## config.mk

```make
export PLATFORM = sky130hd
export DESIGN_NAME = uwu_uart_tx
export DESIGN_NICKNAME = d
export VERILOG_FILES = /design/src/rtl/uwu_uart_pkg.sv /design/src/rtl/uwu_sync_fifo.sv /design/src/rtl/uwu_uart_tx.sv
export SDC_FILE = /design/constraint.sdc
export NUM_CORES = 1
export LEC_CHECK = 0
export CAP_MARGIN = 30
export CORE_ASPECT_RATIO = 0.9
export CORE_MARGIN = 4
export CORE_UTILIZATION = 30
export DETAILED_ROUTE_END_ITERATION = 8
export HOLD_SLACK_MARGIN = 0.03
export PLACE_DENSITY = 0.43
export SYNTH_ARGS = -nofsm -noshare
export SYNTH_HDL_FRONTEND = slang
export SYNTH_HIERARCHICAL = 1
export SYNTH_SLANG_ARGS = --single-unit
```

## constraint.sdc

```tcl
create_clock -name clk -period 2.8 [get_ports clk]
set_clock_uncertainty 0.1 [all_clocks]
set_input_delay 0.28 -clock clk [delete_from_list [all_inputs] [get_ports clk]]
set_output_delay 0.28 -clock clk [all_outputs]
set_load 0.02 [all_outputs]
```

## src/rtl/uwu_uart_pkg.sv

```systemverilog
// Shared UART types and helpers for the uwuifier serial blocks.
// UWU_UART_TX_PARITY_EN adds the PARITY state for 8E1 framing.
package uwu_uart_pkg;

    typedef enum logic [2:0] {
        IDLE,
        START,
        DATA,
`ifdef UWU_UART_TX_PARITY_EN
        PARITY,
`endif
        STOP
    } tx_state_t;

    function automatic int clks_per_bit(input int clk_freq, input int baud);
        return (clk_freq + baud / 2) / baud;
    endfunction

endpackage

```

## src/rtl/uwu_sync_fifo.sv

```systemverilog
// Synchronous FIFO with extra-MSB pointers for full/empty detection.
module uwu_sync_fifo
    import uwu_uart_pkg::*;
#(
    parameter int WIDTH = 8,
    parameter int DEPTH = 16
) (
    input  logic                   clk,
    input  logic                   rst,
    input  logic                   push,
    input  logic [WIDTH-1:0]       wr_data,
    input  logic                   pop,
    output logic [WIDTH-1:0]       rd_data,
    output logic                   full,
    output logic                   empty,
    output logic [$clog2(DEPTH):0] level
);

    localparam int AW = $clog2(DEPTH);

    logic [WIDTH-1:0] mem [DEPTH];
    logic [AW:0]      wr_ptr;
    logic [AW:0]      rd_ptr;
    logic             do_push;
    logic             do_pop;

    assign full    = (wr_ptr[AW-1:0] == rd_ptr[AW-1:0]) &&
                     (wr_ptr[AW] != rd_ptr[AW]);
    assign empty   = (wr_ptr == rd_ptr);
    assign level   = wr_ptr - rd_ptr;
    assign rd_data = mem[rd_ptr[AW-1:0]];
    assign do_push = push && !full;
    assign do_pop  = pop && !empty;

    always_ff @(posedge clk) begin
        if (rst) begin
            wr_ptr <= '0;
            rd_ptr <= '0;
        end else begin
            if (do_push) wr_ptr <= wr_ptr + 1'b1;
            if (do_pop)  rd_ptr <= rd_ptr + 1'b1;
        end
    end

    always_ff @(posedge clk) begin
        if (do_push) mem[wr_ptr[AW-1:0]] <= wr_data;
    end

endmodule

```

## src/rtl/uwu_uart_tx.sv

```systemverilog
// Buffered UART transmitter: FIFO front end, 8N1 serialiser.
// Define UWU_UART_TX_PARITY_EN for 8E1 (even parity after bit 7).
module uwu_uart_tx
    import uwu_uart_pkg::*;
#(
    parameter int CLK_FREQ = 6000000,
    parameter int BAUD     = 115200,
    parameter int DEPTH    = 16
) (
    input  logic                   clk,
    input  logic                   rst,
    input  logic [7:0]             in_data,
    input  logic                   in_valid,
    output logic                   in_ready,
    output logic                   tx,
    output logic                   busy,
    output logic [$clog2(DEPTH):0] level
);

    localparam int CPB = clks_per_bit(CLK_FREQ, BAUD);
    localparam int CW  = (CPB > 1) ? $clog2(CPB) : 1;
    localparam logic [CW-1:0] CNT_MAX = CW'(CPB - 1);

    tx_state_t     state;
    logic [CW-1:0] cnt;
    logic [2:0]    bit_idx;
    logic [7:0]    shreg;
    logic [7:0]    head;
    logic          full;
    logic          empty;
    logic          push;
    logic          pop;
    logic          bit_end;
`ifdef UWU_UART_TX_PARITY_EN
    logic          par;
`endif

    assign in_ready = !full;
    assign push     = in_valid && in_ready;
    assign bit_end  = (cnt == CNT_MAX);
    assign pop      = !empty &&
                      ((state == IDLE) || (state == STOP && bit_end));
    assign busy     = (state != IDLE) || !empty;

    uwu_sync_fifo #(
        .WIDTH (8),
        .DEPTH (DEPTH)
    ) u_fifo (
        .clk     (clk),
        .rst     (rst),
        .push    (push),
        .wr_data (in_data),
        .pop     (pop),
        .rd_data (head),
        .full    (full),
        .empty   (empty),
        .level   (level)
    );

    always_ff @(posedge clk) begin
        if (rst) begin
            state   <= IDLE;
            cnt     <= '0;
            bit_idx <= '0;
            shreg   <= '0;
            tx      <= 1'b1;
`ifdef UWU_UART_TX_PARITY_EN
            par     <= 1'b0;
`endif
        end else begin
            cnt <= bit_end ? '0 : cnt + CW'(1);
            unique case (state)
                IDLE: begin
                    cnt <= '0;
                    if (!empty) begin
                        state <= START;
                        shreg <= head;
                        tx    <= 1'b0;
`ifdef UWU_UART_TX_PARITY_EN
                        par   <= ^head;
`endif
                    end
                end
                START: begin
                    if (bit_end) begin
                        state   <= DATA;
                        bit_idx <= '0;
                        tx      <= shreg[0];
                        shreg   <= shreg >> 1;
                    end
                end
                DATA: begin
                    if (bit_end) begin
                        if (bit_idx == 3'd7) begin
`ifdef UWU_UART_TX_PARITY_EN
                            state <= PARITY;
                            tx    <= par;
`else
                            state <= STOP;
                            tx    <= 1'b1;
`endif
                        end else begin
                            bit_idx <= bit_idx + 3'd1;
                            tx      <= shreg[0];
                            shreg   <= shreg >> 1;
                        end
                    end
                end
`ifdef UWU_UART_TX_PARITY_EN
                PARITY: begin
                    if (bit_end) begin
                        state <= STOP;
                        tx    <= 1'b1;
                    end
                end
`endif
                STOP: begin
                    // Chain straight into the next start bit: no idle gap.
                    if (bit_end) begin
                        if (!empty) begin
                            state <= START;
                            shreg <= head;
                            tx    <= 1'b0;
`ifdef UWU_UART_TX_PARITY_EN
                            par   <= ^head;
`endif
                        end else begin
                            state <= IDLE;
                        end
                    end
                end
                default: begin
                    state <= IDLE;
                    tx    <= 1'b1;
                end
            endcase
        end
    end

endmodule

```

==> reports/qor.csv <==
metric,value,unit
outcome,"complete, no violations",
dr.first_iter.drc_count,317,
track_usage,12.1,%
synth_top_area_share,56.5,%
die-area,0.0251,mm²
portBuffers,18,
timing_hold_violations_final,0,
drc,0,
finalSetupTns,0,ns
cts_root_buffer,clkbuf_16,
dr.pass1.iters,4,
cp-startpoint,u_fifo/wr_ptr[0],
cts_max_level,4,
reg2reg_slack,0.16,ns
worst_path_max_delay_cell,clkdlybuf4s50_1,
postSynthCellCount,425,
switching_power,1.84,mW
antenna_found_initial,0,
final_antenna_net_count,0,
required,2.42,ns
num_vias,3725,
ys_seq_area_share,66.5,%
tritoncts,built,
reg2reg_depth,11,
p_seq_share,40.7,%
holdCritStartpoint,cnt[0],
rsz0062_at_grt,false,
preCtsSetupSlack,0.120,ns
dp_hpwl,9970,µm
avgSynthCellArea,16.0,µm²
whs,0.346,ns
min_path_type,flop to flop,
leakagePower,2.85,nW
grt_max_degree,33,
cts_hold_repair.buffers,0,
final_common_cell,edfxtp_1,
start_util,31.0,%
io_pins,19,
maxSlewViolCount,0,
slew_headroom,44.4,%
routed_wl,14600,µm
synth_nets,455,
synthTopCellsByArea,"edfxtp_1 57%, mux4_2 11%, dfxtp_1 10%, ha_1 3.3%, nor2_1 2.3%",
period_needed,2.66,ns
fmax,0.376,GHz
max_stage_delay,0.62,ns
cts.path.max_buffers,2,
path_buf_inv,3,
cts_buffers,17,
ys_ff_latch,162,
place_inst,752,
cp_top_family,buffers and inverters,
die_y,151,µm
grt_pass1_wl,22800,µm
maxCapViolations,0,
synth_warnings,6,
clk_latency,0.42,ns
path_clk_slew,0.07,ns
area_growth,20.9,%
period_share,95.0,%
synth_top_cell_by_area,edfxtp_1,
nets,511,
setup_ws,0.139,ns
ys_types,43,
diodes,0,
final_area,0.00822,mm²
hold_depth,1,
grt_pass1_vias,3802,
routed_via_density,4.75,
power_frac_clock,35.2,%
holdPathEnd,cnt[0],
finalWeightedCongestion,0.733,
switching_share,27.2,%
irDropWorstVdd,0.000415,V
core_area,0.0220,mm²
num_rows,51,
wl_per_cell,18.7,µm
mostFrequentLayoutCells,"128 x edfxtp_1, 38 x nor2_1, 33 x dfxtp_1, 32 x buf_4, 32 x mux4_2",
cp_common_cell,inv_1,
p_int,4.93,mW
combPwrFrac,24.0,%
r2r-end,u_fifo/mem[11][4],
stdcell_count,785,
start_kind,flop,
drive_gt1_share,25.1,%
overflow,0,
pwr_density_cell,824,mW/mm²
chipWidth,167,µm
clock-sinks,162,
cp_max_fo,4,
path_class,flop to output port,
setup_violations,0,
placed_area,0.00756,mm²
worstPathArrival,2.28,ns
critPathCaptureType,output port,
netlist_area,0.00680,mm²
r2r-start,u_fifo/wr_ptr[0],
tightest_slew,0.831,ns
crit_chain,inv_1 -> ha_1 -> inv_1 -> fa_1 -> xor2_1 -> clkdlybuf4s50_1,
[per-stage QoR]
step	total power, mW	utilization [%]
global placement	4.44	34.5
finish	6.77	37.4
floorplan	3.98	-
global route	7.12	37.4
detailed placement	4.45	34.5
CTS	6.89	37.3
[power by group through the flow]
stage               Combinational, mW  Clock [mW]  Sequential [mW]
detailed placement               1.65           0             2.81
global placement                 1.64           0             2.81
finish                           1.63        2.39             2.76
floorplan                        1.18           0             2.80
CTS                              1.67        2.46             2.76
global route                     1.79        2.56             2.77
[per-layer routing]
metal	GRT usage (%)	wire [µm]	up-vias
li1	-	-	1737
met1	16.7	7190	1921
met2	19.0	6820	59
met3	3.31	519	8
met4	3.44	116	0
met5	0	0	-
[worst max path at each step]
stage                        endpoint  depth (start not counted)
floorplan            u_fifo/mem[1][0]                          8
global placement    u_fifo/mem[14][3]                         10
detailed placement  u_fifo/mem[11][1]                         11
CTS                          level[4]                          8
global route        u_fifo/mem[13][4]                         10
finish                       level[2]                          6
[cells in the mapped netlist]
cell type  number
nand4b_4        1
o21a_1          1
nand3_1         7
o2bb2ai_1       1
buf_4           3
clkbuf_1        6
a22oi_1        16
xor2_2          1
fa_1            1
nor4b_1         1
a211oi_1        2
ha_1           18
mux4_2         32
or3_1           2
or2b_1          1
edfxtp_1      128
o21ai_0         4
xor2_1          6
and3_1          3
buf_2           4
mux2i_1        12
o211ai_1        1
o32ai_4         1
dfxtp_1        34
nor3_1          5
nand2b_1        6
and2_1          1
a21oi_1         8
a221o_1         1
buf_1           4
and4_1          1
nor2b_1        12
o21ai_2         1
a21o_2          1
nor2_1         41
xnor2_1         9
nand2_1        23
nand4_1         2
a2111oi_2       1
mux2_2          7
nand3_4         1
inv_1          13
a21o_1          2
[flip-flops by register name, indices dropped and copies added (netlist names), named ones only]
name and count:
u_fifo/rd_ptr 5, state 2, u_fifo/mem 128, tx 1
bit_idx 3, u_fifo/wr_ptr 5, cnt 6, shreg 8
[logic make-up after synthesis]
logic type / share of synthesized area (%)
flip-flops: 66.5
adder cells (fa/ha/maj): 3.61
AND/OR/NAND/NOR: 7.78
buffers and inverters: 1.90
AO/OA/AOI/OAI: 4.47
XOR/XNOR: 2.17
multiplexers: 13.5
[cell type report]
cell class | instances | area (µm²)
sequential | 162 | 4530
clock buffer | 24 | 538
timing repair buffer | 54 | 482
multi-input combinational | 233 | 2170
tap | 291 | 364
inverter | 13 | 48.8
clock inverter | 8 | 83.8
fill | 2086 | 13700
[worst register-to-register path, cell delays in order, from the launching register on]
cell and delay (ns):
dfxtp_1 0.38, inv_1 0.12, ha_1 0.34, and4_2 0.30
nand2_2 0.12, inv_1 0.07, nor2b_2 0.11, buf_4 0.15
nand2_1 0.08, a21o_2 0.24, nor2_1 0.17, buf_4 0.18
[what timing repair did]
action                                  CTS  global route
buffers inserted                          1             0
endpoints found under the setup margin    3           114
pin swaps                                 1             0
gates cloned                              0             0
gates resized for setup                   5            11
No activity file was read; power rests on OpenSTA's default activity.
